--- src/rtl/store_monitor.sv ---
// Store-side monitor for the multicycle CPU data-memory write port: logs stores
// into a first-word-fall-through FIFO, counts RUN cycles/stores, and gives a sticky verdict.
module store_monitor #(
  parameter int LOG_DEPTH = 8,
  parameter int CYC_W     = 16
) (
  input  logic             clk,
  input  logic             reset,
  input  logic             memwrite,
  input  logic [31:0]      dataaddr,
  input  logic [31:0]      writedata,
  input  logic [31:0]      pc,
  input  logic             start,
  input  logic [31:0]      exp_addr,
  input  logic [31:0]      exp_data,
  input  logic [CYC_W-1:0] max_cycles,
  output logic             done,
  output logic             pass,
  output logic             fail,
  output logic             timeout,
  output logic [CYC_W-1:0] cycle_count,
  output logic [15:0]      store_count,
  output logic             log_valid,
  output logic [31:0]      log_addr,
  output logic [31:0]      log_data,
  output logic [31:0]      log_pc,
  input  logic             log_rd_en,
  output logic             log_overflow
);

  localparam int PTR_W = $clog2(LOG_DEPTH);
  localparam logic [PTR_W-1:0] PTR_ONE  = PTR_W'(1);
  localparam logic [PTR_W:0]   FILL_ONE = (PTR_W + 1)'(1);
  localparam logic [PTR_W:0]   FILL_MAX = (PTR_W + 1)'(LOG_DEPTH);
  localparam logic [CYC_W-1:0] CYC_ONE  = CYC_W'(1);

  typedef enum logic [1:0] {
    S_IDLE,
    S_RUN,
    S_PASS,
    S_FAIL
  } state_t;

  state_t state_reg, state_next;

  logic [31:0]      exp_addr_reg, exp_addr_next;
  logic [31:0]      exp_data_reg, exp_data_next;
  logic [CYC_W-1:0] max_cycles_reg, max_cycles_next;
  logic [CYC_W-1:0] cycle_count_reg, cycle_count_next;
  logic [15:0]      store_count_reg, store_count_next;
  logic             timeout_reg, timeout_next;
  logic             overflow_reg, overflow_next;

  logic [PTR_W-1:0] wr_ptr_reg, wr_ptr_next;
  logic [PTR_W-1:0] rd_ptr_reg, rd_ptr_next;
  logic [PTR_W:0]   fill_reg, fill_next;

  logic [31:0] addr_mem [LOG_DEPTH];
  logic [31:0] data_mem [LOG_DEPTH];
  logic [31:0] pc_mem   [LOG_DEPTH];

  logic fifo_empty;
  logic fifo_full;
  logic run_store;
  logic push;
  logic pop;
  logic target_hit;
  logic budget_hit;

  // A start pulse wins over everything else in its cycle, including stores and pops.
  always_comb begin
    fifo_empty = (fill_reg == '0);
    fifo_full  = (fill_reg == FILL_MAX);
    run_store  = (state_reg == S_RUN) && memwrite && !start;
    pop        = log_rd_en && !fifo_empty && !start;
    push       = run_store && (!fifo_full || pop);
    target_hit = run_store && (dataaddr == exp_addr_reg);
    budget_hit = (state_reg == S_RUN) && !start && (max_cycles_reg != '0) &&
                 (cycle_count_reg == (max_cycles_reg - CYC_ONE));
  end

  always_comb begin
    state_next       = state_reg;
    exp_addr_next    = exp_addr_reg;
    exp_data_next    = exp_data_reg;
    max_cycles_next  = max_cycles_reg;
    cycle_count_next = cycle_count_reg;
    store_count_next = store_count_reg;
    timeout_next     = timeout_reg;
    overflow_next    = overflow_reg;
    wr_ptr_next      = wr_ptr_reg;
    rd_ptr_next      = rd_ptr_reg;
    fill_next        = fill_reg;

    if (start) begin
      state_next       = S_RUN;
      exp_addr_next    = exp_addr;
      exp_data_next    = exp_data;
      max_cycles_next  = max_cycles;
      cycle_count_next = '0;
      store_count_next = '0;
      timeout_next     = 1'b0;
      overflow_next    = 1'b0;
      wr_ptr_next      = '0;
      rd_ptr_next      = '0;
      fill_next        = '0;
    end else begin
      if (state_reg == S_RUN) begin
        if (cycle_count_reg != '1) begin
          cycle_count_next = cycle_count_reg + CYC_ONE;
        end
        if (memwrite && (store_count_reg != 16'hFFFF)) begin
          store_count_next = store_count_reg + 16'd1;
        end
        if (run_store && !push) begin
          overflow_next = 1'b1;
        end
        // A target store on the budget's last cycle decides the verdict on its own.
        if (target_hit) begin
          state_next = (writedata == exp_data_reg) ? S_PASS : S_FAIL;
        end else if (budget_hit) begin
          state_next   = S_FAIL;
          timeout_next = 1'b1;
        end
      end

      if (push) begin
        wr_ptr_next = wr_ptr_reg + PTR_ONE;
      end
      if (pop) begin
        rd_ptr_next = rd_ptr_reg + PTR_ONE;
      end
      case ({push, pop})
        2'b10:   fill_next = fill_reg + FILL_ONE;
        2'b01:   fill_next = fill_reg - FILL_ONE;
        default: fill_next = fill_reg;
      endcase
    end
  end

  always_ff @(posedge clk) begin
    if (!reset) begin
      state_reg       <= S_IDLE;
      exp_addr_reg    <= '0;
      exp_data_reg    <= '0;
      max_cycles_reg  <= '0;
      cycle_count_reg <= '0;
      store_count_reg <= '0;
      timeout_reg     <= 1'b0;
      overflow_reg    <= 1'b0;
      wr_ptr_reg      <= '0;
      rd_ptr_reg      <= '0;
      fill_reg        <= '0;
    end else begin
      state_reg       <= state_next;
      exp_addr_reg    <= exp_addr_next;
      exp_data_reg    <= exp_data_next;
      max_cycles_reg  <= max_cycles_next;
      cycle_count_reg <= cycle_count_next;
      store_count_reg <= store_count_next;
      timeout_reg     <= timeout_next;
      overflow_reg    <= overflow_next;
      wr_ptr_reg      <= wr_ptr_next;
      rd_ptr_reg      <= rd_ptr_next;
      fill_reg        <= fill_next;
    end
  end

  // Log storage carries no reset; the fill count alone decides what is valid.
  always_ff @(posedge clk) begin
    if (reset && push) begin
      addr_mem[wr_ptr_reg] <= dataaddr;
      data_mem[wr_ptr_reg] <= writedata;
      pc_mem[wr_ptr_reg]   <= pc;
    end
  end

  assign pass         = (state_reg == S_PASS);
  assign fail         = (state_reg == S_FAIL);
  assign done         = pass | fail;
  assign timeout      = timeout_reg;
  assign cycle_count  = cycle_count_reg;
  assign store_count  = store_count_reg;
  assign log_overflow = overflow_reg;
  assign log_valid    = !fifo_empty;
  assign log_addr     = log_valid ? addr_mem[rd_ptr_reg] : '0;
  assign log_data     = log_valid ? data_mem[rd_ptr_reg] : '0;
  assign log_pc       = log_valid ? pc_mem[rd_ptr_reg]   : '0;

endmodule

--- config.mk ---
export PLATFORM = sky130hd
export DESIGN_NAME = store_monitor
export DESIGN_NICKNAME = d
export VERILOG_FILES = /design/src/rtl/store_monitor.sv
export SDC_FILE = /design/constraint.sdc
export NUM_CORES = 1
export LEC_CHECK = 0
export CAP_MARGIN = 20
export CORE_UTILIZATION = 36
export CTS_BUF_LIST = sky130_fd_sc_hd__clkbuf_8
export DETAILED_ROUTE_END_ITERATION = 8
export GPL_TIMING_DRIVEN = 1
export RECOVER_POWER = 25
export SLEW_MARGIN = 0
export SYNTH_ARGS = -nofsm -noshare
export SYNTH_HDL_FRONTEND = slang
export SYNTH_SLANG_ARGS = --single-unit
--- constraint.sdc ---
create_clock -name clk -period 10.8 [get_ports clk]
set_clock_uncertainty 0.1 [all_clocks]
set_input_delay 1.62 -clock clk [delete_from_list [all_inputs] [get_ports clk]]
set_output_delay 1.62 -clock clk [all_outputs]
set_load 0.02 [all_outputs]
Word-level counts from Yosys, hierarchy flattened:

Memory sizes are Yosys's and may differ from the RTL's. A register that Yosys moved wholly into a read port is not among the register bits.
Cells that the tools add are included.

* reductions and logical operators: 30
* mux-type cells: 17
* eq/ne operators: 11
* bitwise operators: 3
* add/sub/neg operators: 7

Operators by type and width (number)
* two-way mux 32 bit: 3
* equality test 32 bit: 2
* adder 16 x 1 -> 16 bit (second input constant): 2
* inequality test 16 bit (second input constant): 2
* two-way mux 3 bit: 6
* equality test 16 bit: 1
* nonzero test 16 bit: 1
* subtractor 16 x 1 -> 16 bit (second input constant): 1
* logical AND 1 bit: 12
* AND reduction 2 bit: 5
* case mux 4 bit (2 select lines): 1
* adder 3 x 1 -> 3 bit (second input constant): 2
* equality test 2 bit (second input constant): 3
* nonzero test 2 bit: 3
* two-way mux 1 bit: 5
* adder 4 x 1 -> 4 bit (second input constant): 1
* equality test 2 x 1 -> 1 bit (second input constant): 2
* equality test 4 bit (second input constant): 1
* logical NOT 1 bit: 4
* logical NOT 4 bit: 1
* two-way mux 2 bit: 2
* subtractor 4 x 1 -> 4 bit (second input constant): 1
* AND reduction 3 bit: 1
* nonzero test 3 bit: 1
* other kinds (4): 5

* memories: 3
* RAM bits: 768
* output and inout bits: 134
* bits in registers: 126
* logic and storage cells: 83

Memory list
* addr_mem: depth 8, bits a word 32, rd ports 1, clocked after Yosys merged registers in 1, wr ports 1, line 58 `logic [31:0] addr_mem [LOG_DEPTH];`
* data_mem: depth 8, bits a word 32, rd ports 1, clocked after Yosys merged registers in 1, wr ports 1, line 59 `logic [31:0] data_mem [LOG_DEPTH];`
* pc_mem: depth 8, bits a word 32, rd ports 1, clocked after Yosys merged registers in 1, wr ports 1, line 60 `logic [31:0] pc_mem [LOG_DEPTH];`

Depth between registers and ports, before layout:

* depth after elaboration: 9
* depth in mapped cells: 10
* gate-level depth less buffers: 9

Worst setup path before layout:

OpenSTA, ideal clock, no wires.

* kind: input to register
* from: input port memwrite
* to: memory addr_mem[1][0] (enable)
* required time: 10.032 ns
* setup slack: 1.203 ns
* arrival: 8.829 ns
* buffers on the path: 0
* stages on the path: 4
* cell sequence: and3b_1 > o311a_1 > nand3_1 > nor3_1

* longest elaborated chain between the ends: 6

RTL lines
* from (decl): line 9 `input logic memwrite,`
* logical AND 1 bit (2 in a row): line 74 `run_store = (state_reg == S_RUN) && memwrite && !start;`
* logical AND 1 bit: line 76 `push = run_store && (!fifo_full || pop);`
* logical AND 1 bit: line 171 `if (reset && push) begin`
* two-way mux 1 bit: line 171
* two-way mux 1 bit (implied by the code): line 172 `addr_mem[wr_ptr_reg] <= dataaddr;`
* to (decl): line 58

No other way between the ends.

==> run summary <==
Routed vias - 19.03k
Port buffer count - 314
Clock sink total - 897
Number of setup violations in the final report - 0
Total CTS buffers - 154
First-pass GRT wire length - 130400 um
Placed cell count - 3446
Effective utilization at floorplan - 36.56%
Post-synth top area share - 64.84%
Gpl congestion - 0.8130
EDFF count, synth - 768
Gr usage total - 17.89%
Fraction of layout cells with a size suffix above 1 - 18.03%
Ports - 315
Status - complete, no violations
Async SR Flop Fraction - 0%
PD cells - 161.1 mW/mm2
Post-Layout Cell Count - 3741
Post-CTS Hold Buffers - 0
Final Hold Vio Count - 0
Fin nets - 2516
Fillers - 8477
CP Launch Type - register
Die width - 316.3 um
Setup TNS Final - 0 ns
DRC viols - 0
Vias in the first global route - 20.35k
WS Path Type - reg -> out
1st-iter DRT viols - 1226
Core area - 0.09728 mm2
Pleak - 13.91 nW
Final wirelength - 88960 um
Cell Area, Placed - 0.04029 mm2
Worst-path clk slew - 0.07 ns
Syn_area_per_cell - 18.54 um2
Netlist cell types - 62
Min Tclk post-route - 6.423 ns
Most common flop cell mapped by yosys - edfxtp_1
Root buffer cell - clkbuf_8
First-pass DRT Iterations - 5
#FFs+latches synth - 897
Syn Nets - 2107
Gr ovfl total - 0
Power after layout - 6.974 mW
Mapped cell area - 0.03557 mm2
Clk_lat worst skew - 0.82 ns
VDD IR max - 0.09324 mV
Largest net degree at the start of global routing - 89
H-tree depth - 4
Antenna violations before repair - 18
Vias/cell - 5.087
FP Rows - 114
Crit share post-route - 59.47%
Max Cap Viol - 0
Final ANT Viol Nets - 0
Chip height - 316.3 um
Area Growth Syn to Fin - 21.70%
Largest registers - addr_mem: 256 flops, data_mem: 256 flops, pc_mem: 256 flops
Die area - 0.1001 mm2
Post-synthesis sequential area ratio - 72.10%
Wire per inst - 23.78 um
Final Max Tran Viols - 0
Post-layout instance area - 0.04328 mm2
Hold Slack - 0.3951 ns
Crit. End Element - output port
Synth area leaders - edfxtp_1 65%, mux4_2 12%, dfxtp_1 7.3%, mux2i_1 5.0%, xor2_1 2.0%
Fmax - 155.7 MHz
Post-DP HPWL - 51900 um
Slew margin rel. - 31.32%
Yosys Warn Count - 0
Worst Path Required - 9.08 ns
Number of gates resized after CTS - 0
Synth area leader - edfxtp_1
Most common cell in the netlist - edfxtp_1
Worst-path fanout max - 41
Synth cell count leaders - 768 x edfxtp_1, 192 x mux4_2, 179 x mux2i_1
RSZ-0062 raised after global routing - no
Syn Inst Count - 1918
Clock buffer depth - 3
Hold Crit Class - reg -> reg
Worst EP arrival - 4.70 ns
Post CTS Setup Buffer Count - 0
CTS tree - yes
Worst Max-Slew Pin Slew - 1.030 ns
## cells in the final DEF (no fill, tap or decap), drive strengths merged, types with 80 or more instances in the layout
cell	synthesis	layout
inv	11	84
clkdlybuf4s50	0	254
dfxtp	129	129
mux2i	179	179
nor2	154	154
edfxtp	768	768
mux4	192	192
nor2b	89	89
xor2	80	80
clkbuf	73	164
## critical path, stage by stage (launching register included)
cell and delay, ns:
dfxtp_4 0.93, buf_4 0.65, buf_4 0.70, mux4_2 0.59, mux2i_1 0.25, nor2_1 0.08
clkdlybuf4s50_1 0.59
## cell type report
cell class                      instances  area, um2  area share (%)
Sequential cell                       897      25660           59.27
Multi-Input combinational cell        914       9579           22.13
Timing Repair Buffer                  349       3445           7.958
Clock buffer                          164       2257           5.215
Tap cell                             1276       1597           3.688
Clock inverter                        122      689.4           1.593
Inverter                               11      41.29         0.09539
Antenna cell                            8      20.02         0.04625
## routing by layer
metal,track usage [%],wire length (um)
met5,0,163
met4,5.409,1724
met3,4.611,5439
met2,29.33,43280
met1,23.36,38350
## per-stage QoR
step                      util (%)  worst slack, ns
after CTS                    44.45            4.122
final                        44.50            4.377
after detailed placement     41.42            5.061
after global routing         44.48            3.923
after floorplan                  -            1.203
after global placement       41.41            5.084
## report_power, final
part	internal, mW	total (mW)	switching [mW]	leakage [nW]
logic	0.126	0.270	0.144	4.21
registers	3.78	3.80	0.0209	7.96
clock network	1.51	2.90	1.39	1.74
## path summary, 6_finish.rpt
| path | slack (ns) | cells past startpoint | endpoint | startpoint |
|---|---|---|---|---|
| worst min-delay path | 0.40 | 2 | register | rd_ptr_reg[1] |
| worst max register to register | 7.12 | 5 | pc_mem[0][23] | state_reg[0] |
| worst min register to register | 0.40 | 2 | register | rd_ptr_reg[1] |
| worst max-delay path | 4.38 | 6 | log_addr[28] | register |
## kinds of logic after synthesis
logic type	share of synthesized area, %
compound gates	0.9675
flops	72.10
mux	17.23
fa+ha+maj	0.3025
simple gates	5.403
xor+xnor	2.857
buf+inv	1.140
Power figures use the tool's default switching activity.
